[src/rtl/lcplc_pkg.sv]
// Shared LCPLC definitions: default widths, the kj output FSM encoding,
// and a small elaboration-time helper.
package lcplc_pkg;

  localparam int MAPPED_ERROR_WIDTH_DEFAULT = 19;
  localparam int KJ_WIDTH_DEFAULT           = 5;
  localparam int ACCUMULATOR_WINDOW_DEFAULT = 32;

  typedef enum logic {
    IDLE = 1'b0,
    FULL = 1'b1
  } kj_state_t;

  function automatic int max_int(input int a, input int b);
    return (a > b) ? a : b;
  endfunction

endpackage

[src/rtl/kj_search.sv]
// Combinational Golomb parameter search: smallest k with (cnt << k) >= acc,
// saturating at 2^KJ_WIDTH-1. Shared between the encoder and the decoder.
module kj_search
  import lcplc_pkg::*;
#(
  parameter int ACC_W    = 25,
  parameter int CNT_W    = 6,
  parameter int KJ_WIDTH = KJ_WIDTH_DEFAULT
) (
  input  logic [ACC_W-1:0]    acc,
  input  logic [CNT_W-1:0]    cnt,
  output logic [KJ_WIDTH-1:0] kj
);

  localparam int KJ_MAX = (1 << KJ_WIDTH) - 1;
  // Wide enough that no shift of cnt can overflow and acc always fits.
  localparam int EXT_W  = max_int(CNT_W + KJ_MAX, ACC_W) + 1;

  always_comb begin
    kj = KJ_WIDTH'(KJ_MAX);
    for (int k = KJ_MAX - 1; k >= 0; k--) begin
      if ((EXT_W'(cnt) << k) >= EXT_W'(acc)) begin
        kj = KJ_WIDTH'(k);
      end
    end
  end

endmodule

[src/rtl/kj_calculator.sv]
// Adaptive Golomb parameter calculator with a one-deep registered output stage.
// Optional macro KJ_CALCULATOR_BLOCK_RESET_EN restarts statistics at each block end.
module kj_calculator
  import lcplc_pkg::*;
#(
  parameter int MAPPED_ERROR_WIDTH = MAPPED_ERROR_WIDTH_DEFAULT,
  parameter int ACCUMULATOR_WINDOW = ACCUMULATOR_WINDOW_DEFAULT,
  parameter int KJ_WIDTH           = KJ_WIDTH_DEFAULT,
  parameter int ACC_INIT           = 1
) (
  input  logic                          clk,
  input  logic                          rst,
  input  logic [MAPPED_ERROR_WIDTH-1:0] ehat_data,
  input  logic                          ehat_valid,
  output logic                          ehat_ready,
  input  logic                          ehat_last_b,
  output logic [KJ_WIDTH-1:0]           kj_data,
  output logic                          kj_valid,
  input  logic                          kj_ready
);

  localparam int WIN_LOG2 = $clog2(ACCUMULATOR_WINDOW);
  localparam int ACC_W    = MAPPED_ERROR_WIDTH + WIN_LOG2 + 1;
  localparam int CNT_W    = WIN_LOG2 + 1;

  kj_state_t           state;
  logic [ACC_W-1:0]    acc, acc_sum, acc_nxt;
  logic [CNT_W-1:0]    cnt, cnt_inc, cnt_nxt;
  logic [KJ_WIDTH-1:0] kj_now;
  logic                accept;

  assign ehat_ready = (state == IDLE) || kj_ready;
  assign kj_valid   = (state == FULL);
  assign accept     = ehat_valid && ehat_ready;

  kj_search #(
    .ACC_W   (ACC_W),
    .CNT_W   (CNT_W),
    .KJ_WIDTH(KJ_WIDTH)
  ) u_kj_search (
    .acc(acc),
    .cnt(cnt),
    .kj (kj_now)
  );

  // Statistics after adding the current sample, halved when the window fills.
  always_comb begin
    cnt_inc = cnt + CNT_W'(1);
    acc_sum = acc + ACC_W'(ehat_data);
    if (cnt_inc == CNT_W'(ACCUMULATOR_WINDOW)) begin
      acc_nxt = acc_sum >> 1;
      cnt_nxt = cnt_inc >> 1;
    end else begin
      acc_nxt = acc_sum;
      cnt_nxt = cnt_inc;
    end
`ifdef KJ_CALCULATOR_BLOCK_RESET_EN
    if (ehat_last_b) begin
      acc_nxt = ACC_W'(ACC_INIT);
      cnt_nxt = CNT_W'(1);
    end
`endif
  end

`ifndef KJ_CALCULATOR_BLOCK_RESET_EN
  logic unused_last_b;
  assign unused_last_b = ehat_last_b;
`endif

  always_ff @(posedge clk or posedge rst) begin
    if (rst) begin
      state   <= IDLE;
      kj_data <= '0;
      acc     <= ACC_W'(ACC_INIT);
      cnt     <= CNT_W'(1);
    end else begin
      if (accept) begin
        state   <= FULL;
        kj_data <= kj_now;
        acc     <= acc_nxt;
        cnt     <= cnt_nxt;
      end else if (kj_valid && kj_ready) begin
        state <= IDLE;
      end
    end
  end

endmodule

[config.mk]
export PLATFORM = sky130hd
export DESIGN_NAME = kj_calculator
export DESIGN_NICKNAME = d
export VERILOG_FILES = /design/src/rtl/lcplc_pkg.sv /design/src/rtl/kj_search.sv /design/src/rtl/kj_calculator.sv
export SDC_FILE = /design/constraint.sdc
export NUM_CORES = 1
export LEC_CHECK = 0
export ABC_AREA = 1
export ABC_CLOCK_PERIOD_IN_PS = 3500
export BUFFER_PORTS_ARGS = -buffer_cell sky130_fd_sc_hd__buf_2
export CORE_MARGIN = 2
export CORE_UTILIZATION = 60
export DETAILED_ROUTE_END_ITERATION = 8
export PLACE_DENSITY = 0.88
export SLEW_MARGIN = 20
export SYNTH_ARGS = -nofsm -noshare
export SYNTH_HDL_FRONTEND = slang
export SYNTH_SLANG_ARGS = --single-unit
[constraint.sdc]
create_clock -name clk -period 3.5 [get_ports clk]
set_clock_uncertainty 0.05 [all_clocks]
set_input_delay 0.7 -clock clk [delete_from_list [all_inputs] [get_ports clk]]
set_output_delay 0.7 -clock clk [all_outputs]
set_load 0.01 [all_outputs]
==> key figures <==
CTS
  – Reg clk slew, reported paths: approximately 0.09 ns
  – Clock root buffer: clkbuf_8
  – Sink Count: 37
  – Bufs on Longest Clock Path: 2
  – TritonCTS clock tree: built
  – Clk_lat worst skew: a little over 0.3 ns
  – Hold buffer count at CTS: 0
  – Cts bufs inserted: 5
  – H-tree levels: 2

Yosys
  – Synth top area cells: ha_1 31%, dfrtp_1 14%, nand2_1 11%, a21oi_1 6.1%, inv_1 5.3%
  – Synth Area in Compound Gates: 0.191
  – Synthesized flop and latch total: 37
  – Yosys warnings: 0
  – Gate count of the mapped netlist: ~850
  – Mean Syn Cell Area: approximately 7.3 µm²
  – Count leader, synth: nand2_1
  – Post-synth top area share: 0.314
  – Top post-synthesis cells by count: 186 x nand2_1, 157 x ha_1, 89 x inv_1
  – Post-synth cell types: 50
  – Synth Net Count: about 1000
  – Post-synthesis mux area share: 0
  – Post-synth EDFFs: 0
  – Seq/Total Area, Yosys: 0.148
  – Post-synth top flop: dfrtp_1
  – Simple-gate area share of the yosys netlist: 0.244
  – Post-Synth Adder-Cell Area: 0.317
  – Yosys top cell by area: ha_1
  – Asr flop ratio synth: 1.00
  – Largest family of logic cells by synthesized area: adder cells
  – XOR/XNOR Fraction of Synth Area: 0.0336
  – Synthesized area: 6250 µm²

Cells and area
  – Post-layout util: 0.658
  – Layout Area Growth over Synthesis: 7.68%
  – # fillers: about 860
  – Final #Nets: approximately 1100
  – # diodes: 0
  – Layout cell share with drive strength beyond 1: 0.111
  – Finished Layout Cells: between 1000 and 1500
  – Final Cell Area: about 6700 µm²

Timing
  – Final TNS setup: 0 ns
  – Hold slack: 0.435 ns
  – Tcrit/Tclk final: 0.901
  – Max-slew headroom: 0.512
  – Crit path time final: 3.15 ns
  – Setup violators final: 0
  – Slew @ Worst Pin: approximately 0.73 ns
  – Endpoints failing hold: 0
  – Max-slew violation count: 0
  – Peak Freq: between 300 and 400 MHz
  – RSZ-0062 raised after global routing: no

Route
  – DRT Pass-1 Iters: 5
  – DRC violations left: 0
  – Vias per cell: approximately 6
  – Post-DR wirelength/cell: 15.0 µm
  – WL final: ~15000 µm
  – Initial drt markers: around 430
  – Final ANT Viol Nets: 0
  – Vias: 6118

Floorplanning
  – Die width: ~110 µm
  – CORE AREA: 10200 µm²
  – Die area: ~11000 µm²
  – Row count: 37
  – Initial Util: 0.611
  – DIE HEIGHT: ~110 µm
  – Top Ports: 31

Critical path
  – Critical path class: flop to flop
  – Setup crit start kind: flop
  – Crit. End Element: flop
  – Data required, critical path: between 3 and 4 ns
  – WP data arrival: between 3 and 4 ns
  – Largest fanout on the critical path: 5

Place
  – I/O Buffers: 29
  – GP Congestion: between 0.9 and 1
  – Dpl cells: roughly 1000
  – Detailed placement HPWL: roughly 12000 µm
  – DP Area: between 6000 and 7000 µm²

Pwr
  – PD cells: roughly 990 nW/µm²
  – Peak VDD IR: 542 µV
  – Lkg Pwr: ~0.0034 µW

Global route
  – Final global-route overflow total: 0
  – Initial antenna violation count: 0
  – First-pass GRT wire length: approximately 26000 µm
  – Vias in the first global route: 5811
  – Pin count of the biggest net entering global routing: 38
  – Gr usage total: 0.286

Status
  – Status: finished, final reports clean

Min path
  – Hold Path Class: flop to flop

Run
  – Number of max-cap violations: 0
## kinds of logic (layout without fill, tap and decap cells)
logic type / Yosys count / in the layout
DFF: 37 / 37
buffers and inverters: 102 / 142
xor gates and xnor gates: 24 / 24
AOI/OAI and AO/OA: 185 / 185
and+or+nand+nor: 348 / 348
adders and majority gates: 158 / 158
## power breakdown
group / switching, µW / internal, µW
registers: 391 / 630
clock network: 179 / 232
logic: 3150 / 2090
## path summary, 6_finish.rpt
path,startpoint,cells after the start,endpoint,slack [ns]
max,acc[0],15,acc[20],0.35
max in group asynchronous,rst,3,cnt[0],2.58
max reg2reg,acc[0],15,acc[20],0.35
min reg2reg,kj_data[0],2,kj_data[0],0.44
min,kj_data[0],2,kj_data[0],0.44
min in group asynchronous,rst,3,acc[24],0.45
## worst max-delay path, cell delays in order (launching register included)
cell and delay [ns]:
dfstp_2 0.59, ha_1 0.19, inv_1 0.06, fa_1 0.41, o21ai_2 0.20, a21oi_2 0.09, o21ai_2 0.17, a21boi_2 0.09
o21ai_2 0.17, a21boi_2 0.09, o21ai_2 0.20, a21boi_4 0.10, o21ai_4 0.19, xor2_1 0.22, nand2_1 0.10, o211ai_1 0.13
## routing by layer
layer  vias to the layer above  share of wire  GRT usage  routed length (µm)
met5                         -              0          0                   0
met4                         0          0.029      0.104                 454
met3                        41          0.053     0.0208                 818
met2                       184           0.46      0.485                7140
met1                      2817           0.46      0.381                7070
li1                       3076              -          -                   -
## layout by cell type, fill, tap and decap left out, types with 10 or more instances in the layout
cell	count
buf_4	12
buf_2	29
nand3_1	46
nor2_1	61
o21ai_2	10
xor2_1	17
dfrtp_1	35
nand4_1	12
o221ai_1	19
o21ai_0	21
nand2_1	186
nor3_1	13
nor2_2	12
a21oi_1	76
ha_1	157
inv_1	89
## area by class of cell
| cell class | instances | area [µm²] | area share |
|---|---|---|---|
| clock buffer | 6 | 82.6 | 0.0123 |
| multi-input combinational | 715 | 4920 | 0.731 |
| sequential | 37 | 928 | 0.138 |
| timing repair buffer | 41 | 235 | 0.0349 |
| clock inverter | 2 | 37.5 | 0.00557 |
| tap | 136 | 170 | 0.0253 |
| inverter | 93 | 358 | 0.0531 |
## flip-flops by register name (all words and copies together) (netlist names)
signal	count
cnt	6
kj_valid	1
kj_data	5
acc	25
## per-stage QoR
step,power [µW],setup slack [ns]
5_1_grt,7530,0.128
2_1_floorplan,4930,0.548
6_report,6670,0.347
4_1_cts,6640,0.170
3_5_place_dp,6200,0.202
3_3_place_gp,5970,0.273
## timing repair
| action | in CTS | in global routing |
|---|---|---|
| resized for setup | 0 | 2 |
| endpoints found under the setup margin | 0 | 19 |
| hold endpoints to repair | 0 | 0 |
| buffers inserted | 0 | 0 |
(Power assumes the default switching activity.)
